<file path="config.mk">
export PLATFORM = sky130hd
export DESIGN_NAME = ysyx_23060236_lsu
export DESIGN_NICKNAME = d
export VERILOG_FILES = /design/src/rtl/ysyx_23060236_lsu_pkg.sv /design/src/rtl/ysyx_23060236_lsu_align.sv /design/src/rtl/ysyx_23060236_lsu.sv
export SDC_FILE = /design/constraint.sdc
export NUM_CORES = 1
export LEC_CHECK = 0
export BUFFER_PORTS_ARGS = -buffer_cell sky130_fd_sc_hd__clkbuf_2
export CAP_MARGIN = 25
export CELL_PAD_IN_SITES_DETAIL_PLACEMENT = 1
export CELL_PAD_IN_SITES_GLOBAL_PLACEMENT = 1
export CORE_MARGIN = 1.5
export CORE_UTILIZATION = 33
export DETAILED_ROUTE_END_ITERATION = 12
export MAX_ROUTING_LAYER = met4
export PLACE_DENSITY = 0.81
export SYNTH_ARGS = -nofsm -noshare
export SYNTH_HDL_FRONTEND = slang
export SYNTH_SLANG_ARGS = --single-unit
</file>
<file path="constraint.sdc">
create_clock -name clock -period 1.8 [get_ports clock]
set_input_delay 0.18 -clock clock [delete_from_list [all_inputs] [get_ports clock]]
set_output_delay 0.18 -clock clock [all_outputs]
set_load 0.005 [all_outputs]
</file>
<file path="src/rtl/ysyx_23060236_lsu_pkg.sv">
// Shared definitions for the load/store unit: FSM encoding, funct3 access codes
// and helpers that decode access size and signedness.
package ysyx_23060236_lsu_pkg;

    typedef enum logic [2:0] {
        StIdle,
        StRreq,
        StRwait,
        StWreq,
        StBwait,
        StDone
    } lsu_state_e;

    typedef enum logic [1:0] {
        SzByte,
        SzHalf,
        SzWord
    } lsu_size_e;

    localparam logic [2:0] F3Byte  = 3'b000;
    localparam logic [2:0] F3Half  = 3'b001;
    localparam logic [2:0] F3Word  = 3'b010;
    localparam logic [2:0] F3ByteU = 3'b100;
    localparam logic [2:0] F3HalfU = 3'b101;

    // Unsigned codes only exist for loads; on a store they fall back to word.
    function automatic lsu_size_e f3_size(input logic [2:0] f3, input logic is_load);
        lsu_size_e sz;
        case (f3)
            F3Byte:  sz = SzByte;
            F3Half:  sz = SzHalf;
            F3Word:  sz = SzWord;
            F3ByteU: sz = is_load ? SzByte : SzWord;
            F3HalfU: sz = is_load ? SzHalf : SzWord;
            default: sz = SzWord;
        endcase
        return sz;
    endfunction

    function automatic logic f3_signed(input logic [2:0] f3);
        return (f3 == F3Byte) || (f3 == F3Half);
    endfunction

endpackage

</file>
<file path="src/rtl/ysyx_23060236_lsu_align.sv">
// Byte-lane steering: store strobe/data replication and load extraction with
// sign or zero extension. Purely combinational.
module ysyx_23060236_lsu_align
    import ysyx_23060236_lsu_pkg::*;
(
    input  logic [2:0]  i_funct3,
    input  logic        i_is_load,
    input  logic [1:0]  i_offset,
    input  logic [31:0] i_sdata,
    input  logic [31:0] i_rdata,
    output logic [3:0]  o_wstrb,
    output logic [31:0] o_wdata,
    output logic [31:0] o_ldata
);

    lsu_size_e   w_size;
    logic        w_sign;
    logic [7:0]  w_byte;
    logic [15:0] w_half;

    assign w_size = f3_size(i_funct3, i_is_load);
    assign w_sign = f3_signed(i_funct3);
    assign w_byte = i_rdata[{i_offset, 3'b000} +: 8];
    assign w_half = i_rdata[{i_offset[1], 4'b0000} +: 16];

    always_comb begin
        o_wstrb = 4'b1111;
        o_wdata = i_sdata;
        o_ldata = i_rdata;
        case (w_size)
            SzByte: begin
                o_wstrb = 4'b0001 << i_offset;
                o_wdata = {4{i_sdata[7:0]}};
                o_ldata = {{24{w_sign & w_byte[7]}}, w_byte};
            end
            SzHalf: begin
                o_wstrb = 4'b0011 << {i_offset[1], 1'b0};
                o_wdata = {2{i_sdata[15:0]}};
                o_ldata = {{16{w_sign & w_half[15]}}, w_half};
            end
            default: begin
                o_wstrb = 4'b1111;
                o_wdata = i_sdata;
                o_ldata = i_rdata;
            end
        endcase
    end

endmodule

</file>
<file path="src/rtl/ysyx_23060236_lsu.sv">
// Load/store unit: accepts one instruction at a time from execute, runs a single
// AXI-lite style read or write transaction, and hands the result to writeback.
module ysyx_23060236_lsu
    import ysyx_23060236_lsu_pkg::*;
(
    input  logic        clock,
    input  logic        reset,
    input  logic        i_in_valid,
    output logic        o_in_ready,
    input  logic        i_ren,
    input  logic        i_wen,
    input  logic [2:0]  i_funct3,
    input  logic [31:0] i_addr,
    input  logic [31:0] i_sdata,
    input  logic [4:0]  i_rd,
    input  logic        i_reg_wen,
    output logic        o_out_valid,
    input  logic        i_out_ready,
    output logic [4:0]  o_out_rd,
    output logic        o_out_wen,
    output logic [31:0] o_out_data,
    output logic        o_lsu_over,
    output logic        o_bus_err,
    output logic        o_arvalid,
    input  logic        i_arready,
    output logic [31:0] o_araddr,
    input  logic        i_rvalid,
    output logic        o_rready,
    input  logic [31:0] i_rdata,
    input  logic [1:0]  i_rresp,
    output logic        o_awvalid,
    input  logic        i_awready,
    output logic [31:0] o_awaddr,
    output logic        o_wvalid,
    input  logic        i_wready,
    output logic [31:0] o_wdata,
    output logic [3:0]  o_wstrb,
    input  logic        i_bvalid,
    output logic        o_bready,
    input  logic [1:0]  i_bresp
);

    lsu_state_e  r_state;
    lsu_state_e  w_state_next;
    logic [31:0] r_addr;
    logic [31:0] r_sdata;
    logic [2:0]  r_funct3;
    logic [4:0]  r_rd;
    logic        r_reg_wen;
    logic        r_is_store;
    logic [31:0] r_out_data;
    logic        r_aw_done;
    logic        r_w_done;
    logic [31:0] w_ldata;

    ysyx_23060236_lsu_align u_align (
        .i_funct3  (r_funct3),
        .i_is_load (~r_is_store),
        .i_offset  (r_addr[1:0]),
        .i_sdata   (r_sdata),
        .i_rdata   (i_rdata),
        .o_wstrb   (o_wstrb),
        .o_wdata   (o_wdata),
        .o_ldata   (w_ldata)
    );

    assign o_araddr   = {r_addr[31:2], 2'b00};
    assign o_awaddr   = {r_addr[31:2], 2'b00};
    assign o_out_rd   = r_rd;
    assign o_out_wen  = r_reg_wen & ~r_is_store;
    assign o_out_data = r_out_data;

    always_ff @(posedge clock) begin
        if (reset) r_state <= StIdle;
        else       r_state <= w_state_next;
    end

    always_comb begin
        w_state_next = r_state;
        o_in_ready   = 1'b0;
        o_arvalid    = 1'b0;
        o_rready     = 1'b0;
        o_awvalid    = 1'b0;
        o_wvalid     = 1'b0;
        o_bready     = 1'b0;
        o_out_valid  = 1'b0;
        o_lsu_over   = 1'b0;
        o_bus_err    = 1'b0;
        case (r_state)
            StIdle: begin
                o_in_ready = 1'b1;
                if (i_in_valid) begin
                    if (i_ren)      w_state_next = StRreq;
                    else if (i_wen) w_state_next = StWreq;
                    else            w_state_next = StDone;
                end
            end
            StRreq: begin
                o_arvalid = 1'b1;
                if (i_arready) w_state_next = StRwait;
            end
            StRwait: begin
                o_rready = 1'b1;
                if (i_rvalid) begin
                    o_bus_err    = |i_rresp;
                    w_state_next = StDone;
                end
            end
            StWreq: begin
                // Each channel drops its valid once its own handshake has happened.
                o_awvalid = ~r_aw_done;
                o_wvalid  = ~r_w_done;
                if ((r_aw_done | i_awready) && (r_w_done | i_wready)) w_state_next = StBwait;
            end
            StBwait: begin
                o_bready = 1'b1;
                if (i_bvalid) begin
                    o_bus_err    = |i_bresp;
                    w_state_next = StDone;
                end
            end
            StDone: begin
                o_out_valid = 1'b1;
                if (i_out_ready) begin
                    o_lsu_over   = 1'b1;
                    w_state_next = StIdle;
                end
            end
            default: w_state_next = StIdle;
        endcase
    end

    always_ff @(posedge clock) begin
        if (reset) begin
            r_addr     <= '0;
            r_sdata    <= '0;
            r_funct3   <= '0;
            r_rd       <= '0;
            r_reg_wen  <= 1'b0;
            r_is_store <= 1'b0;
            r_out_data <= '0;
            r_aw_done  <= 1'b0;
            r_w_done   <= 1'b0;
        end else begin
            if (o_in_ready && i_in_valid) begin
                r_addr     <= i_addr;
                r_sdata    <= i_sdata;
                r_funct3   <= i_funct3;
                r_rd       <= i_rd;
                r_reg_wen  <= i_reg_wen;
                r_is_store <= i_wen & ~i_ren;
                r_aw_done  <= 1'b0;
                r_w_done   <= 1'b0;
                if (!i_ren) r_out_data <= i_wen ? 32'h0 : i_addr;
            end
            if (o_awvalid && i_awready) r_aw_done <= 1'b1;
            if (o_wvalid && i_wready)   r_w_done  <= 1'b1;
            if (o_rready && i_rvalid)   r_out_data <= w_ldata;
        end
    end

endmodule

</file>
==> results.py <==
metrics = {
    "logic_synthesis": {
        "synth_edf_count": 0,
        "avgSynthCellArea_sq_um": 7.58,
        "synth_area_sq_um": 5860,
        "syn-instance-count": 774,
        "ys_top_cells_by_count": "nand2_1, dfxtp_1, a21oi_1, buf_4, nor2_1",
        "ys_seq_area_share_pct": 37.9,
        "synth.distinct_cells": 51,
        "yosysTopAreaCellShare_pct": 37.9,
        "synthTopCellsByArea": "dfxtp_1, nand2_1, buf_4, a21oi_1, nor2_1",
        "synth.most_common_cell": "nand2_1",
        "synthArstFlopShare_pct": 0,
        "ys.flop_type": "dfxtp_1",
        "ys_seq_elements": 111,
        "netlist.top_cell.by_area": "dfxtp_1",
        "yosys_warnings": 0,
    },
    "setup_path": {
        "path_class": "reg -> out",
        "reg2reg_depth": 5,
        "startpoint_type": "register",
        "worstPathMaxFanout": 10,
        "cp.arrival_ps": 1620,
        "cp-end-kind": "output port",
        "critPathRequiredTime_ps": 1620,
    },
    "floorplanning": {
        "rows": 48,
        "ios": 267,
        "die_w_microns": 136,
        "initial_core_util_pct": 33.8,
        "core_area_sq_um": 17400,
        "die_y_microns": 136,
        "die_area_sq_um": 18600,
    },
    "placement": {
        "placedCellCount": 1171,
        "hpwl_microns": 16400,
        "gp_routability_congestion": 0.852,
        "numPortBuffers": 262,
        "placed_cell_area_sq_um": 7030,
        "place_ws_ps": 21.3,
    },
    "cts": {
        "cts_tree": "yes",
        "cts_buffers": 9,
        "cts.clk_slew.worst_paths_ps": 80,
        "clockRootBuffer": "clkbuf_16",
        "cts_max_level": 3,
        "clock-sinks": 111,
        "hold_buffers": 0,
        "clk_path_buf_depth": 2,
        "clk_latency_ps": 350,
    },
    "power_and_ir_drop": {
        "powerDensity_nw_per_um2": 1030,
        "power.switching_uw": 2700,
        "swShare_pct": 34.7,
        "power.internal_uw": 5070,
        "seqPwrFrac_pct": 39.3,
        "leakage_uw": 0.00330,
        "p_clk_share_pct": 26.4,
        "ir_drop_mv": 0.479,
        "pwr-share-comb_pct": 34.3,
    },
    "cells_and_area": {
        "final_area_sq_um": 7530,
        "drive_gt1_share_pct": 37.2,
        "nNetsFinal": 1087,
        "syn2layout_area_growth_pct": 28.4,
        "fin_util_pct": 43.4,
        "fin_cells": 1197,
        "fill_cells": 2231,
    },
    "sta": {
        "hold_viol_final": 0,
        "min_period_ps": 1800,
        "fmax_mhz": 555,
        "post-route-period-util_pct": 100,
        "holdWs_ps": 43.3,
        "setup_slack_ps": -2.34,
        "rsz0062_at_grt": "yes",
        "setup_violations": 1,
        "drv_slew": 0,
        "skew_ps": 6.77,
    },
    "route": {
        "first_pass_iters": 4,
        "wl_microns": 21900,
        "vias_per_cell": 5.19,
        "via_count": 6211,
        "wl_per_cell_microns": 18.3,
        "ant_nets": 0,
        "drt_iter0_drc": 279,
        "drc": 0,
    },
    "hold_path": {
        "hold_depth": 3,
        "hold_class": "in -> reg",
    },
    "run_status": {
        "outcome": "finished with violations",
        "failed_checks": "setup timing",
    },
    "global_routing": {
        "grt_max_degree": 53,
        "grt_pass1_vias": 6110,
        "antenna_found_initial": 1,
        "grt_pass1_wl_microns": 33100,
        "grt-ovfl-total": 0,
        "track_usage_pct": 23.9,
    },
    "flow_run": {
        "maxCapViolCount": 0,
    },
}
[worst max-delay path, stage by stage (launching register included)]
cell	delay, ps
dfxtp_1	380
nor2b_2	290
buf_4	230
o21ai_2	80
buf_4	160
clkbuf_2	110
[metal layers]
metal / GRT usage (%) / vias up / share of wire (%)
met5: - / - / 0
met4: 8.75 / 0 / 2.8
met3: 5.03 / 39 / 6.9
met1: 27.4 / 2984 / 41
li1: - / 2959 / -
met2: 40.9 / 229 / 49
[what timing repair did]
item                       CTS  global route
setup endpoints to repair   24            38
pin swaps                    2             4
hold endpoints to repair     0             0
cloned                       0             0
setup buffers                7             3
gates resized for setup     17            14
[stage by stage]
| step | power (uW) | TNS (ps) |
|---|---|---|
| after floorplan | 4640 | 0 |
| after global placement | 5550 | 0 |
| after detailed placement | 5600 | 0 |
| after CTS | 7770 | -39.2 |
| after global routing | 8240 | -177 |
| final | 7770 | -2.34 |
[area by class of cell]
type	instances	area, sq um	area share, %
flip-flops and latches	111	2230	29.7
multi-input cells	533	2920	38.8
diodes	1	2.50	0.0332
repair buffers	310	1790	23.7
clock buffers	12	246	3.27
clock inverters	3	43.8	0.582
well taps	225	282	3.74
inverters	2	11.3	0.150
[path summary, 6_finish.rpt]
path	from	to	slack [ps]
worst max register to register	r_funct3[0]	o_out_data[17]	100
worst min register to register	r_sdata[28]	r_sdata[28]	460
worst min-delay path	i_sdata[24]	r_sdata[24]	40
worst max-delay path	r_addr[0]	o_wstrb[0]	-2
[power by group through the flow]
stage / clock [uW] / combinational, uW / sequential [uW]
6_report: 2050 / 2660 / 3050
5_1_grt: 2200 / 2930 / 3100
4_1_cts: 2110 / 2610 / 3050
3_5_place_dp: 0 / 2510 / 3100
3_3_place_gp: 0 / 2460 / 3090
2_1_floorplan: 0 / 1620 / 3020
[sequential cells by signal, indices dropped and copies added, names as in the netlist]
signal and count:
r_funct3 3, r_state 3, o_out_rd 5, r_is_store 1
r_aw_done 1, r_addr 32, r_reg_wen 1, r_sdata 32
o_out_data 32, r_w_done 1
[cell families after synthesis]
logic type	count (synthesis)	synth area share, %
other cells	1	0.0640
buf+inv	133	14.0
compound gates	198	21.5
flops	111	37.9
simple gates	308	22.4
mux	23	4.14
[layout by cell type, fill, tap and decap left out, drive strengths merged, types with 3 or more instances in the layout]
cell | netlist | final
nand2 | 215 | 215
nor2 | 50 | 50
a2111oi | 18 | 18
buf | 100 | 49
o21ai | 21 | 21
clkinv | 1 | 3
nor3 | 12 | 12
o21bai | 6 | 6
dfxtp | 111 | 111
nor2b | 3 | 3
nor3b | 10 | 10
nand2b | 3 | 3
a311oi | 7 | 7
a211oi | 21 | 21
o22ai | 12 | 12
a21oi | 96 | 96
mux2i | 13 | 13
mux2 | 10 | 10
nand3b | 3 | 3
a32oi | 7 | 7
conb | 1 | 4
clkbuf | 31 | 273
and2 | 4 | 4
Power figures use the tool's default switching activity.
